File: config.mk
export PLATFORM = sky130hd
export DESIGN_NAME = level_controller
export DESIGN_NICKNAME = d
export VERILOG_FILES = /design/src/rtl/game_pkg.sv /design/src/rtl/sec_tick.sv /design/src/rtl/level_controller.sv
export SDC_FILE = /design/constraint.sdc
export NUM_CORES = 1
export LEC_CHECK = 0
export CAP_MARGIN = 0
export CORE_MARGIN = 10
export CORE_UTILIZATION = 53
export CTS_CLUSTER_DIAMETER = 50
export CTS_CLUSTER_SIZE = 40
export DETAILED_ROUTE_END_ITERATION = 10
export PLACE_DENSITY = 0.88
export SYNTH_ARGS = -nofsm -noshare
export SYNTH_HDL_FRONTEND = slang
export SYNTH_SLANG_ARGS = --single-unit
File: constraint.sdc
create_clock -name clock -period 2.6 [get_ports clock]
set_input_delay 0.39 -clock clock [delete_from_list [all_inputs] [get_ports clock]]
set_output_delay 0.39 -clock clock [all_outputs]
set_load 0.005 [all_outputs]
File: src/rtl/game_pkg.sv
// Shared encodings, thresholds and helpers for the whack-a-mole round/level controller.
package game_pkg;

   localparam int unsigned SPEED_W       = 28;
   localparam int unsigned NUM_LEVELS    = 4;
   localparam int unsigned LEVEL_W       = 2;
   localparam int unsigned TIME_W        = 8;
   localparam int unsigned SCORE_W       = 8;
   localparam int unsigned BONUS_SECONDS = 10;

   localparam logic [SCORE_W-1:0] LVL1_SCORE = SCORE_W'(8);
   localparam logic [SCORE_W-1:0] LVL2_SCORE = SCORE_W'(16);
   localparam logic [SCORE_W-1:0] LVL3_SCORE = SCORE_W'(32);

   localparam logic [1:0] ST_IDLE = 2'd0;
   localparam logic [1:0] ST_ARM  = 2'd1;
   localparam logic [1:0] ST_PLAY = 2'd2;
   localparam logic [1:0] ST_OVER = 2'd3;

   // Level the current score entitles the player to.
   function automatic logic [LEVEL_W-1:0] level_target(input logic [SCORE_W-1:0] score);
      if (score >= LVL3_SCORE)      return LEVEL_W'(3);
      else if (score >= LVL2_SCORE) return LEVEL_W'(2);
      else if (score >= LVL1_SCORE) return LEVEL_W'(1);
      else                          return LEVEL_W'(0);
   endfunction

   function automatic logic [SPEED_W-1:0] level_speed(input logic [LEVEL_W-1:0] lvl,
                                                      input logic [SPEED_W-1:0] base);
      case (lvl)
         LEVEL_W'(0): return base;
         LEVEL_W'(1): return base - (base >> 2);
         LEVEL_W'(2): return base >> 1;
         default:     return base >> 2;
      endcase
   endfunction

   // Adds the level-up bonus, clamping at the largest representable time.
   function automatic logic [TIME_W-1:0] add_bonus(input logic [TIME_W-1:0] t);
      logic [TIME_W:0] sum;
      sum = {1'b0, t} + (TIME_W+1)'(BONUS_SECONDS);
      return sum[TIME_W] ? {TIME_W{1'b1}} : sum[TIME_W-1:0];
   endfunction

endpackage

File: src/rtl/sec_tick.sv
// Seconds prescaler: counts enabled cycles 0..CLK_HZ-1 and flags the last one.
module sec_tick #(
   parameter int unsigned CLK_HZ = 50000000
) (
   input  logic clock_i,
   input  logic reset_i,
   input  logic clear_i,
   input  logic enable_i,
   output logic tick_c
);

   localparam int unsigned CNT_W = (CLK_HZ > 1) ? $clog2(CLK_HZ) : 1;
   localparam logic [CNT_W-1:0] LAST = CNT_W'(CLK_HZ - 1);

   logic [CNT_W-1:0] cnt_q, cnt_d;

   assign tick_c = enable_i && (cnt_q == LAST);

   always_comb begin
      cnt_d = cnt_q;
      if (clear_i)       cnt_d = '0;
      else if (enable_i) cnt_d = tick_c ? '0 : cnt_q + CNT_W'(1);
   end

   always_ff @(posedge clock_i or posedge reset_i) begin
      if (reset_i) cnt_q <= '0;
      else         cnt_q <= cnt_d;
   end

endmodule

File: src/rtl/level_controller.sv
// Round timer and difficulty controller. Define LEVEL_BONUS_TIME_EN to grant
// BONUS_SECONDS extra round time on every level-up.
module level_controller
   import game_pkg::*;
#(
   parameter int unsigned CLK_HZ        = 50000000,
   parameter int unsigned ROUND_SECONDS = 60,
   parameter int unsigned BASE_SPEED    = 50000000
) (
   input  logic               clock,
   input  logic               reset,
   input  logic               start,
   input  logic [SCORE_W-1:0] score,
   output logic               game,
   output logic [SPEED_W-1:0] speed,
   output logic [LEVEL_W-1:0] level,
   output logic [TIME_W-1:0]  time_left,
   output logic               game_over,
   output logic               level_up
);

   localparam logic [SPEED_W-1:0] BASE_S  = SPEED_W'(BASE_SPEED);
   localparam logic [TIME_W-1:0]  ROUND_T = TIME_W'(ROUND_SECONDS);

   logic [1:0]         state_q, state_d;
   logic [LEVEL_W-1:0] level_q, level_d;
   logic               level_up_q, level_up_d;
   logic [TIME_W-1:0]  time_q, time_d, time_adj;
   logic [SPEED_W-1:0] speed_q, speed_d;
   logic               game_q, game_d;
   logic               game_over_q, game_over_d;
   logic               tick_c;

   sec_tick #(.CLK_HZ(CLK_HZ)) u_sec_tick (
      .clock_i  (clock),
      .reset_i  (reset),
      .clear_i  (state_q == ST_ARM),
      .enable_i (state_q == ST_PLAY),
      .tick_c   (tick_c)
   );

   always_comb begin
      state_d    = state_q;
      level_d    = level_q;
      level_up_d = 1'b0;
      time_d     = time_q;
      time_adj   = time_q;
      // Speed follows the registered level, so it trails a level change by one cycle.
      speed_d    = level_speed(level_q, BASE_S);
      case (state_q)
         ST_IDLE: if (start) state_d = ST_ARM;
         ST_ARM: begin
            time_d  = ROUND_T;
            level_d = '0;
            speed_d = BASE_S;
            state_d = ST_PLAY;
         end
         ST_PLAY: begin
            if (level_target(score) > level_q) begin
               level_d    = level_q + LEVEL_W'(1);
               level_up_d = 1'b1;
            end
`ifdef LEVEL_BONUS_TIME_EN
            if (level_up_d) time_adj = add_bonus(time_q);
`endif
            time_d = time_adj;
            if (tick_c) begin
               time_d = time_adj - TIME_W'(1);
               if (time_d == '0) state_d = ST_OVER;
            end
         end
         ST_OVER: begin
            time_d = '0;
            if (start) state_d = ST_ARM;
         end
         default: state_d = ST_IDLE;
      endcase
      game_d      = (state_d == ST_PLAY);
      game_over_d = (state_d == ST_OVER);
   end

   always_ff @(posedge clock or posedge reset) begin
      if (reset) begin
         state_q     <= ST_IDLE;
         level_q     <= '0;
         level_up_q  <= 1'b0;
         time_q      <= '0;
         speed_q     <= BASE_S;
         game_q      <= 1'b0;
         game_over_q <= 1'b0;
      end else begin
         state_q     <= state_d;
         level_q     <= level_d;
         level_up_q  <= level_up_d;
         time_q      <= time_d;
         speed_q     <= speed_d;
         game_q      <= game_d;
         game_over_q <= game_over_d;
      end
   end

   assign game      = game_q;
   assign speed     = speed_q;
   assign level     = level_q;
   assign time_left = time_q;
   assign game_over = game_over_q;
   assign level_up  = level_up_q;

endmodule

Yosys cells after proc, flatten, opt, wreduce, memory -nomap -nowiden. Cells that the tools add are included.

Add/sub/neg operators: 3. $mul: 0. Div/mod/pow operators: 0. Magnitude comparators: 4. Eq/ne operators: 10. Shifts and indexed selects: 0. Muxes and demuxes: 19. Bitwise operators: 0. Reduce and logical (&&, ||, !) cells: 9.

Operator list (number): 26-bit two-way mux (3); 26-bit case mux with 3 select lines (1); 28-bit two-way mux (1); 26-bit by 1-bit adder with 26-bit output, second input constant (1); 26-bit == test, second input constant (1); 8-bit case mux with 3 select lines (1); 2-bit two-way mux (7); 2-bit == test, second input constant (5); 8-bit by 4-bit >= comparator with 1-bit output, second input constant (1); 8-bit by 5-bit >= comparator with 1-bit output, second input constant (1); 8-bit by 6-bit >= comparator with 1-bit output, second input constant (1); 8-bit logical NOT (1); 8-bit two-way mux (1); 8-bit by 1-bit subtractor with 8-bit output, second input constant (1); 2-bit case mux with 3 select lines (1); 2-bit by 1-bit == test with 1-bit output, second input constant (2); 2-bit logical NOT (2); 2-bit != test, second input constant (2); 2-bit case mux with 2 select lines (1); 2-bit AND reduction (2); 1-bit two-way mux (3); 3-bit nonzero test (1); 2-bit by 1-bit adder with 2-bit output, second input constant (1); 2-bit > comparator (1); 3 further kinds (3).

Register bits after elaboration: 69. Bits in latches: 0. Bits in writable memories: 0. ROM bits: 0. Bits of input ports: 11. Output and inout port bits: 41. Memories: 0.

Longest topological paths before layout. Gate-level depths: netlist of the first run.

Word-level depth: 8. Mapped depth: 9. Mapped depth without buffers: 8.

Hierarchy. From an unflattened synthesis of the first run, not the netlist that was laid out.

Cells, all modules: 325. Area, all modules: 3017.9 µm².

Modules (own cells, without submodules): sec_tick (times used 1, cells each 164, area an instance 1512.7 µm², sequential area each 650.6 µm²); level_controller (times used 1, cells each 161, area an instance 1505.2 µm², sequential area each 605.6 µm²).

Least setup slack after synthesis of the first run. OpenSTA, ideal clock, no wires.

Kind: register -> register. From: register state_q[0]. To: register u_sec_tick.cnt_q[10]. Library setup time: 0.083 ns. Data arrival time: 1.924 ns. Setup slack: 0.593 ns. Stages on the path, launching flop included: 9. Buffers on the path: 2. Period minus slack after synthesis: 2.007 ns. Cell sequence: dfrtp_1 inv_1 ha_1 clkbuf_1 inv_1 a211o_1 buf_4 or3_1 o21ai_0.

Word-level cells in the longest chain between the ends: 5. Elaborated cells between the ends (all ways): 7. Classes of those cells: 2 x eq/ne; 3 x mux; 2 x reduce/logical.

Ends and longest elaborated chain: start, declared (RTL line level_controller.sv:25) `logic [1:0] state_q, state_d;`; start signal, assigned (RTL line level_controller.sv:92) `state_q <= state_d;`; 2-bit == test (RTL line level_controller.sv:38) `.enable_i (state_q == ST_PLAY),`; 1-bit logical AND (RTL line sec_tick.sv:17) `assign tick_c = enable_i && (cnt_q == LAST);`; 26-bit two-way mux (2 in series) (RTL line sec_tick.sv:22) `else if (enable_i) cnt_d = tick_c ? '0 : cnt_q + CNT_W'(1);`; 26-bit two-way mux (RTL line sec_tick.sv:21) `if (clear_i) cnt_d = '0;`; end signal, assigned (RTL line sec_tick.sv:27) `else cnt_q <= cnt_d;`; end, declared (RTL line sec_tick.sv:15) `logic [CNT_W-1:0] cnt_q, cnt_d;`.

Parallel ways exist; a longest one is shown, timed or not. The select of a mux whose other input is x is not followed. A chain may end at the register's enable or synchronous reset.

Final worst setup path of the first run.
From: register state_q[0]. To: register u_sec_tick.cnt_q[9].

Same word-level chain as after synthesis.

==> results by stage, run 1 <==
STA:
- Across all setup checks in the final design, the least slack found is 0.300 ns.
- The highest clock rate is 435 MHz.
- Setup repair after global routing left no endpoint under its margin.
- The headroom to the max-slew limit is 0.467.
- The final clock period utilization by the worst path is 0.884.
- The hold violation total from the final report is 0.
- The clock period could shrink to 2.30 ns.
- The number of endpoints failing setup at the final stage is 0.
- For the pin with the worst max-slew slack, the measured transition is 0.797 ns.
- The final worst clock skew is 0.0135 ns.
- The setup total negative slack is 0 ns.
- The max-slew violation count came to 0.

Cells and area:
- The leading cell type in the layout, fill and taps excluded is dfrtp_1.
- In the final layout, the share of cells above drive strength 1 is 0.109.
- The area growth from synthesis to layout is 14.8%.
- The number of filler cells placed in the layout is 462.
- 0 antenna diodes ended up in the layout.
- At the end of the flow the core is filled with cells to 0.633.
- After the last flow step, the layout net total stands at 383.
- In the layout the commonest cells are dfrtp_1, clkdlybuf4s50_1, nand2_1.

Route:
- The count of unresolved DRC violations after routing is 0.
- For this block, the routed nets add up to 6730 um of wire.
- The detailed-router iteration count before antenna repair is 5.
- The DRC violation total after the first TritonRoute iteration is 143.
- The number of vias after detailed routing is 2537.
- The final antenna-violating net count is 0.
- Using the TritonRoute via totals, the vias-per-cell ratio works out to 5.90.
- Dividing the detail-routed wire length by the instance count gives 15.7 um.

Global routing:
- Entering global routing, the biggest net connects 38 pins.
- The via count of the first global-routing pass is 2399.
- The number of antenna violations at the first check in global routing was 0.
- In the global route stage, overall resource usage came out at 0.152.
- The wire length of the first global-routing pass is 11300 um.
- The total congestion overflow after global routing is 0.

Critical path:
- In this run the worst path has a maximum fanout of 20.
- The type of the worst setup path is register to register.
- The worst path arrival time is 2.53 ns.
- For flop-to-flop paths, the worst setup slack is 0.30 ns.
- STA classifies the critical path startpoint as a register.
- Data on the critical path is required at its endpoint by 2.83 ns.
- The worst setup path is captured at a register.

CTS:
- The maximum clock insertion buffer count is 2.
- The total CTS buffers is 5.
- The count of cells resized by post-cts repair is 0.
- The H-tree generated during clock tree synthesis spans 2 levels.
- The clock slew at the register clock pins of the worst setup and hold paths is 0.10 ns.
- The root cell of the clock tree is clkbuf_8.
- The number of sinks on the clock net is 50.
- The insertion delay of the later-clocked pin in the worst-skew pair is 0.32 ns.
- For this design, the CTS-stage hold fixing added 0 buffers.
- TritonCTS built the clock tree.
- The post-CTS setup-driven buffer insertion count is 0.

Synth:
- Yosys mapped the design onto 56 distinct sky130hd cell types.
- The synthesized-area fraction occupied by ao, oa, aoi and oai cells was 0.173.
- The sequential fraction of the synthesis area is 0.411.
- After synthesis, the share of flip-flops with an asynchronous set or reset is 1.00.
- Of all cell types, the one taking the most synthesized area is dfrtp_1.
- During synthesis, Yosys emitted a total of 0 warnings.
- Yosys mapped a number of flops with a built-in enable equal to 0.
- By area, the combinational part of the netlist is dominated by simple AND/OR/NAND/NOR gates.
- Each instance of the synthesized netlist takes up on average 9.46 sq um.
- The synthesized netlist occupies a cell area of 3050 sq um.
- Ranked by total cell area, the synthesized netlist is headed by dfrtp_1, ha_1, buf_4.
- The instance count of the mapped netlist is 323.
- The xor and xnor area share after synthesis is 0.0115.
- The portion of synthesized cell area occupied by the leading cell type is 0.377.
- Of the post-synthesis cell area, the part taken by muxes is 0.00655.
- The synthesized design contains 50 register bits.
- The fraction of the mapped netlist area in adder cells is 0.0615.
- Of the total synthesized cell area, the portion taken by AND, OR, NAND and NOR gates is 0.238.
- Among all flip-flop cells after synthesis, the most frequent one is dfrtp_1.

Die:
- The initial utilization of the core area, before any placement, comes to 0.551.
- The floorplan has 27 rows.
- The floorplan step defined a core boundary enclosing 5540 sq um.
- The die area is 9200 sq um.
- From bottom edge to top edge, the die measures 95.9 um.
- In this run the horizontal extent of the chip is 95.9 um.
- The I/O pin count is 52.

Placement:
- The count of buffers added on input and output ports is 34.
- The HPWL reported at the end of detailed placement is 4960 um.
- The final RePlAce weighted congestion is 0.887.
- The worst slack at placement is 0.0244 ns.

Flow run:
- The max-cap violation count is 0.

Power:
- After layout, the design draws a total of 3.41 mW.
- The worst-case IR drop observed on VDD is 502 uV.
- For this design the static power due to leakage is 1.54 nW.
- The power per cell area is 972 nW/um^2.

Hold path:
- The classification of the worst-slack hold path is register to register.

Status:
- The flow ran to the end, and the final reports show no timing, DRC or antenna violations.
## cell type report
class	count	area, sq um	share of cell area
inverters	21	78.8	0.0225
multi-input cells	232	1560	0.444
clock inverters	2	13.8	0.00392
flip-flops and latches	50	1260	0.358
well taps	72	90.1	0.0257
repair buffers	47	438	0.125
clock buffers	6	72.6	0.0207
## synthesized netlist by cell type, types with 3 or more instances
cell type,n
o21ai_0,10
xnor2_1,3
a22o_1,4
a41oi_1,4
a21oi_1,20
nand2b_1,4
inv_1,21
and3_1,4
or3_1,11
ha_1,15
nor4b_1,3
nor3_1,6
nor2b_1,3
nor2_1,17
o211ai_1,4
nor4_1,5
nand3_1,14
or4_1,6
nand2_1,23
a211o_1,3
a31oi_1,19
clkbuf_1,7
dfrtp_1,46
dfstp_2,4
nor4_4,3
nand4_1,3
buf_4,20
## cell families after synthesis
group / Yosys count
fa+ha+maj: 15
other cells: 2
buf+inv: 53
simple gates: 117
compound gates: 80
flops: 50
mux: 2
xor+xnor: 4
## state kept, by name, summed over array words and instances (netlist names)
| signal | flops |
|---|---|
| time_left | 8 |
| level | 2 |
| level_up | 1 |
| state_q | 2 |
| game | 1 |
| u_sec_tick.cnt_q | 26 |
| game_over | 1 |
| speed | 9 |
## layer usage
layer,global-route usage,share of wire,up-vias
met5,0,0,-
met1,0.184,0.42,1212
met2,0.262,0.50,94
met3,0.0280,0.060,12
li1,-,-,1219
met4,0.0553,0.016,0
## critical path: stages, from the launching register on
cell	delay (ns)
dfrtp_1	0.41
inv_1	0.08
ha_1	0.21
nand4bb_1	0.14
nor4_4	0.07
a211oi_4	0.71
buf_4	0.30
a41oi_1	0.13
a31oi_1	0.16
## where the power goes
part           internal (mW)  switching (mW)  leakage [nW]
Combinational          0.792            1.00         0.845
Clock                  0.190           0.268        0.0452
Sequential             0.984           0.173         0.652
Total                   1.97            1.44          1.54
## path summary, 6_finish.rpt
path	startpoint	endpoint	depth (start not counted)
max	state_q[0]	u_sec_tick.cnt_q[9]	8
min reg2reg	u_sec_tick.cnt_q[25]	u_sec_tick.cnt_q[25]	1
max reg2reg	state_q[0]	u_sec_tick.cnt_q[9]	8
min	u_sec_tick.cnt_q[25]	u_sec_tick.cnt_q[25]	1
min in group asynchronous	reset	u_sec_tick.cnt_q[14]	2
max in group asynchronous	reset	u_sec_tick.cnt_q[9]	3
## stage by stage
step	hold slack [ns]	cells	instance area (sq um)
finish	0.505	430	3510
global route	0.534	430	3510
global placement	0.466	422	3410
CTS	0.498	430	3500
floorplan	0.451	335	3100
detailed placement	0.478	422	3410
No activity file was read; power rests on OpenSTA's default activity.
==> inputs of run 2 (changes only) <==
--- a/config.mk
+++ b/config.mk
@@ -6,7 +6,7 @@
 export NUM_CORES = 1
 export LEC_CHECK = 0
 export CAP_MARGIN = 0
-export CORE_MARGIN = 10
+export CORE_MARGIN = 2
 export CORE_UTILIZATION = 53
 export CTS_CLUSTER_DIAMETER = 50
 export CTS_CLUSTER_SIZE = 40
==> run 2 against run 1 <==
Against the previous run: clock-buffer cell count did not move; worst setup slack got worse by 0.041 ns; cell area rose by 0.71%; sequential share of layout area fell by 0.25 points.
==> results by stage, run 2 (synthesis results as in run 1) <==
Status:
- The run finished with clean final reports.

CTS:
- The tree is rooted in a clkbuf_8.
- The maximum clock insertion buffer count is 2.
- The number of setup buffers added after CTS is 0.
- The TritonCTS clock tree is built.
- For the worst-skew pair, the clock arrives at the later sink with an insertion delay of 0.31 ns.
- The quantity of hold-fixing buffers added after cts is 0.
- The number of sinks on the clock net is 50.
- Clock tree synthesis inserted a total of 5 buffers.
- The clock slew at the register clock pins of the worst setup and hold paths is 0.10 ns.
- The level count of the clock H-tree is 2.

Critical path:
- Along the worst path, the maximum fanout reaches 17.
- Walking the worst path, the cells encountered are ha_1 -> nand3_4 -> buf_4 -> nor2_1 -> nand3_2 -> o311a_1 -> a221o_1.
- The worst path arrival time is 2.55 ns.
- The critical path runs through a total of 7 cells.
- The most critical setup path has its endpoint at time_left[7].
- The critical path starts at u_sec_tick.cnt_q[1].
- STA classifies the critical path endpoint as a register.
- The number of buffers and inverters on the critical path is 1.
- For the worst setup path, the data required time is 2.81 ns.
- The cell type of the slowest stage on the worst timing path is dfrtp_1.
- The endpoint of the most critical register-to-register path is time_left[7].
- The cell family contributing the most delay on the critical path is simple AND/OR/NAND/NOR gates.
- For the worst flop-to-flop path, the logic depth is 7.
- In this run the register-to-register setup slack is 0.26 ns.
- The type of element launching the critical path is a register.
- The critical path is of the register to register type.
- The startpoint identified for the worst register-to-register timing path is u_sec_tick.cnt_q[1].
- The biggest cell delay along the critical path is 0.43 ns.

Die:
- The floorplan step set the die width to 79.9 um.
- The chip height is 79.9 um.
- The floorplan core area is 5540 sq um.
- The placement row count is 27.
- The I/O pin count is 52.
- The initial core utilization is 0.551.
- The die area is 6390 sq um.

STA:
- At the pin with the least slew margin, the transition time is 0.736 ns.
- The clock period minus final worst setup slack is 2.34 ns.
- Setup repair after global routing left no endpoint under its margin.
- The final clock period utilization by the worst path is 0.900.
- The headroom to the max-slew limit is 0.508.
- The max-slew violation count is 0.
- The setup total negative slack is 0 ns.
- The clock arrives with 0.0159 ns of skew.
- Setup violations remaining at the end of the flow were counted as 0.
- Derived from the worst setup path, the maximum achievable clock frequency is 427 MHz.
- The hold violation total from the final report is 0.

Cells and area:
- Leaving out fill and tap cells, the most frequent cells in the layout are dfrtp_1, clkdlybuf4s50_1, nand2_1.
- Measured on the finished design, the core utilization comes to 0.638.
- From synthesis to final layout, the design area changed by 15.6%.
- The register with the highest flop count is u_sec_tick.cnt_q.
- The fraction of final layout cells sized beyond drive strength 1 is 0.104.
- The number of antenna repair diodes is 0.
- The net count of the finished layout is 380.
- Leaving out fill and tap cells, the most frequent cell in the layout is dfrtp_1.
- The register with the most flip-flops in the layout has 26 of them.
- The number of filler cells placed in the layout is 443.

Global routing:
- Entering global routing, the biggest net connects 27 pins.
- The number of antenna violations at the first check in global routing is 0.
- In the global route stage, met2 resource usage came out at 0.388.
- For this run, global-route usage on met3 was measured as 0.0339.
- The total track usage is 0.228.
- The first global-routing pass estimated 11500 um of wire.
- The via count of the first global-routing pass is 2456.
- The global-route track usage on met1 is 0.298.
- met2 is the most crowded layer.
- The total congestion overflow after global routing is 0.

Power:
- The power per cell area is 1010 nW/um^2.
- The leakage power is 1.55 nW.
- VDD sags by at most 581 uV.

Placement:
- Input and output buffers added on the ports amount to 34.
- The HPWL reported at the end of detailed placement is 4740 um.
- The final RePlAce weighted congestion is 0.898.

Route:
- In this run the remaining antenna-violating nets after routing total 0.
- The DRC violation total after the first TritonRoute iteration is 259.
- The detail-routed net length per standard cell is 15.4 um.
- The aggregate routed wire length is 6570 um.
- Using the TritonRoute via totals, the vias-per-cell ratio works out to 5.93.
- The first detailed-routing pass took 4 iterations.
- For this block, the via count after detailed routing is 2532.
- The count of unresolved DRC violations after routing is 0.

Flow run:
- The tool flagged a number of max-cap violations equal to 0.

Hold path:
- The path class of the tightest hold or removal check is primary input to async pin.
## run 2: cell type report
cell class / count / area (sq um) / share of cell area
clock buffer: 6 / 82.6 / 0.0234
clock inverter: 2 / 38.8 / 0.0110
inverter: 21 / 78.8 / 0.0223
multi-input combinational: 232 / 1560 / 0.441
sequential: 50 / 1260 / 0.356
tap: 72 / 90.1 / 0.0255
timing repair buffer: 44 / 428 / 0.121
## run 2: stage by stage
step | hold slack (ns) | cells | worst slack, ns | power, mW | instance area, sq um
2_1_floorplan | 0.451 | 335 | 0.593 | 2.35 | 3100
3_3_place_gp | 0.474 | 419 | 0.206 | 2.88 | 3400
3_5_place_dp | 0.492 | 419 | 0.129 | 2.98 | 3400
4_1_cts | 0.459 | 427 | 0.0919 | 3.57 | 3520
5_1_grt | 0.491 | 427 | 0.112 | 3.86 | 3530
6_report | 0.436 | 427 | 0.259 | 3.58 | 3530
## run 2: worst min path at each step
stage / to / slack, ns / cells after the start
6_report: u_sec_tick.cnt_q[14] / 0.44 / 2
5_1_grt: u_sec_tick.cnt_q[14] / 0.49 / 2
4_1_cts: u_sec_tick.cnt_q[14] / 0.46 / 2
3_5_place_dp: u_sec_tick.cnt_q[25] / 0.49 / 1
3_3_place_gp: u_sec_tick.cnt_q[25] / 0.47 / 1
2_1_floorplan: u_sec_tick.cnt_q[25] / 0.45 / 1
## run 2: worst register-to-register path, delay by kind of cell, from the launching register on
kind,cells,cell delay [ns]
DFF,1,0.43
and+or+nand+nor,3,0.68
adders and majority gates,1,0.28
buffers and inverters,1,0.17
AOI/OAI and AO/OA,2,0.67
## run 2: repair_timing
item,CTS,global route
resized for setup,0,1
endpoints found under the hold margin,0,0
endpoints found under the setup margin,0,7
## run 2: power breakdown
group / total, mW / leakage, nW / internal [mW] / switching, mW
Sequential: 1.16 / 0.652 / 0.983 / 0.175
Combinational: 1.83 / 0.833 / 0.805 / 1.02
Clock: 0.592 / 0.0618 / 0.317 / 0.275
Total: 3.58 / 1.55 / 2.10 / 1.47
## run 2: routing by layer
layer / vias up / part of all wire
li1: 1211 / -
met1: 1219 / 0.43
met5: - / 0
met4: 0 / 0.013
met3: 9 / 0.045
met2: 93 / 0.51
==> inputs of run 3 (changes only) <==
--- a/config.mk
+++ b/config.mk
@@ -7,11 +7,12 @@
 export LEC_CHECK = 0
 export CAP_MARGIN = 0
 export CORE_MARGIN = 2
-export CORE_UTILIZATION = 53
-export CTS_CLUSTER_DIAMETER = 50
+export CORE_UTILIZATION = 60
+export CTS_CLUSTER_DIAMETER = 60
 export CTS_CLUSTER_SIZE = 40
 export DETAILED_ROUTE_END_ITERATION = 10
-export PLACE_DENSITY = 0.88
+export DONT_BUFFER_PORTS = 1
+export PLACE_DENSITY_LB_ADDON = 0.25
 export SYNTH_ARGS = -nofsm -noshare
 export SYNTH_HDL_FRONTEND = slang
 export SYNTH_SLANG_ARGS = --single-unit
==> run 3 against run 2 <==
Against the previous run: clock skew decreased by 0.012 ns; sequential share of layout area increased by 4.6 points; core utilization increased by 1.2 points; global-route usage decreased by 0.60 points; worst hold slack got worse by 0.15 ns; clock power decreased by 20%; worst setup slack improved by 0.12 ns; die area decreased by 11%; fmax increased by 5.5%; critical endpoint is now game; largest cell class unchanged.
==> results by stage, run 3 (synthesis results as in run 1) <==
Cells and area:
- Counting flops per register, the top entry is u_sec_tick.cnt_q.
- The filler cells instantiated in the layout total 420.
- The library cell used most frequently in the layout, excluding fill and tap cells, is dfrtp_1.
- At the end of the flow, the number of nets in the layout was 344.
- The number of flip-flops under the largest register name is 26.
- After the flow finishes, the layout carries non-filler instances totaling 386.
- The fraction of final layout cells sized beyond drive strength 1 is 0.107.
- The top cell types in the final layout, fill and taps aside, are dfrtp_1, nand2_1, inv_1, a21oi_1, a31oi_1.
- Compared with the post-synthesis result, the final layout area differs by 2.38%.
- 0 antenna diodes ended up in the layout.

Critical path:
- The type of the worst setup path is register to register.
- The worst path arrival time is 2.39 ns.
- The reg-to-reg startpoint is time_left[0].
- The biggest cell delay along the critical path is 0.43 ns.
- The type of element capturing the critical path is a register.
- The count of cells along the worst register-to-register path is 7.
- Walking the worst path, the cells encountered are inv_1 -> ha_1 -> or3b_4 -> o31a_1 -> nor4_1 -> nor2b_1 -> o21ai_0.
- The cell type of the slowest stage on the worst timing path is dfrtp_1.
- The cell family contributing the most delay on the critical path is simple AND/OR/NAND/NOR gates.
- Along the worst path, the maximum fanout reaches 4.
- The endpoint identified for the worst register-to-register timing path is game.
- The required time of the critical path is 2.77 ns.
- The register-to-register setup slack is 0.38 ns.
- STA classifies the critical path startpoint as a register.
- The number of buffers and inverters on the critical path is 1.

STA:
- Of the available clock period, the critical path in the final layout requires 0.853.
- Hold timing on the final database bottoms out at a slack of 0.282 ns.
- For the pin with the worst max-slew slack, the measured transition is 0.679 ns.
- Setup repair after global routing left no endpoint under its margin.
- The worst pin sits at a relative slew slack of 0.544.
- The number of endpoints failing setup at the final stage is 0.
- The hold violation total from the final report is 0.
- Static timing analysis puts the maximum clock frequency at 451 MHz.
- The max-slew violation count is 0.
- The setup total negative slack is 0 ns.
- The final worst clock skew is 0.00441 ns.
- The clock period minus final worst setup slack is 2.22 ns.

CTS:
- The insertion delay of the later-clocked pin in the worst-skew pair is 0.30 ns.
- The number of sinks on the clock net is 50.
- The TritonCTS clock tree is built.
- The maximum clock insertion buffer count is 2.
- TritonCTS created 5 clock buffers.
- The tree is rooted in a clkbuf_8.
- The clock slew at the register clock pins of the worst setup and hold paths is 0.10 ns.
- The count of cells resized by post-cts repair is 0.
- In this run the number of H-tree levels came out at 2.

Hold path:
- The sink of the worst hold path is game_over.
- The hold path depth is 3.
- The tightest min-delay check is of the primary input to register type.
- The startpoint of the worst hold path is start.

Placement:
- During placement, the flow inserted port buffers numbering 0.
- The HPWL reported at the end of detailed placement is 4150 um.
- The cell total after placement is 377.
- At the end of routability-driven placement, the weighted congestion stood at 0.822.

Route:
- For this block, the routed nets add up to 5890 um of wire.
- The ratio of routed vias to standard cells is 6.12.
- Dividing the detail-routed wire length by the instance count gives 15.3 um.
- The final antenna-violating net count is 0.
- After detailed routing, the number of remaining DRC violations is 0.
- The DRC violation total after the first TritonRoute iteration is 205.
- Across all layers, the routed design uses 2363 vias.
- Before antenna repair, the detailed router went through 4 iterations.

Global routing:
- The number of antenna violations at the first check in global routing is 0.
- The total track usage is 0.222.
- The via count of the first global-routing pass is 2131.
- The total congestion overflow after global routing is 0.
- The first global-routing pass estimated 9770 um of wire.
- The maximum number of pins on one net before global-route repair is 32.

Die:
- The initial core utilization is 0.634.
- The floorplan step set the die height to 75.3 um.
- In this run the standard cell core region covers 4820 sq um.
- During I/O placement, the number of pins put on the boundary was 52.
- The die area is 5680 sq um.
- The floorplan has 25 rows.
- The floorplan step set the die width to 75.3 um.

Power:
- The leakage power is 1.39 nW.
- VDD sags by at most 637 uV.
- Power spread over the standard cell area amounts to 976 nW/um^2.

Flow run:
- The max-cap violation count is 0.

Status:
- The run finished with clean final reports.
run 3: cell types whose count changed in the layout (fill, tap and decap cells not counted):
cell and delta:
buf_4 -2, clkdlybuf4s50_1 -34, dlygate4sd3_1 +1, a211oi_2 +1, clkinv_4 +1, a211oi_4 -1
clkbuf_8 -1, inv_6 +1, bufinv_16 -1, buf_12 -1
run 3: worst max-delay path by stage:
stage | end | slack, ns | depth (start not counted) | from
finish | game | 0.38 | 7 | time_left[0]
global route | game_over | 0.17 | 7 | time_left[1]
CTS | game_over | 0.37 | 7 | time_left[0]
detailed placement | game_over | 0.40 | 7 | time_left[0]
global placement | game | 0.39 | 7 | time_left[0]
floorplan | u_sec_tick.cnt_q[10] | 0.59 | 8 | state_q[0]
run 3: power breakdown:
part	total [mW]	switching, mW	internal (mW)	leakage [nW]
Combinational	1.36	0.887	0.478	0.689
Sequential	1.21	0.227	0.985	0.652
Clock	0.475	0.277	0.198	0.0491
Total	3.05	1.39	1.66	1.39
run 3: timing repair:
action,in CTS,in global routing
buffers inserted,0,0
hold endpoints to repair,12,0
hold buffers,1,0
run 3: area by class of cell:
class	count	area, sq um	area share
Inverter	21	78.8	0.0252
Clock inverter	3	26.3	0.00840
Tap cell	67	83.8	0.0268
Clock buffer	5	68.8	0.0220
Sequential cell	50	1260	0.402
Multi-Input combinational cell	232	1550	0.496
Timing Repair Buffer	8	62.6	0.0200
run 3: worst min-delay path: stages:
cell and delay [ns]:
nor3_1 0.03, nor2_1 0.08, nor3_1 0.06
run 3: stage by stage:
| stage | worst slack (ns) | instance area [sq um] | util | power (mW) |
|---|---|---|---|---|
| 6_report | 0.381 | 3130 | 0.649 | 3.05 |
| 5_1_grt | 0.174 | 3130 | 0.649 | 3.28 |
| 4_1_cts | 0.373 | 3130 | 0.649 | 3.06 |
| 3_3_place_gp | 0.394 | 3020 | 0.627 | 2.53 |
| 3_5_place_dp | 0.398 | 3020 | 0.627 | 2.58 |
| 2_1_floorplan | 0.593 | 3100 | - | 2.35 |
run 3: routing by layer:
layer,track usage,part of all wire,up-vias
met4,0.0643,0.0064,0
met2,0.355,0.48,56
li1,-,-,1142
met1,0.312,0.47,1158
met5,0,0,-
met3,0.0397,0.038,7
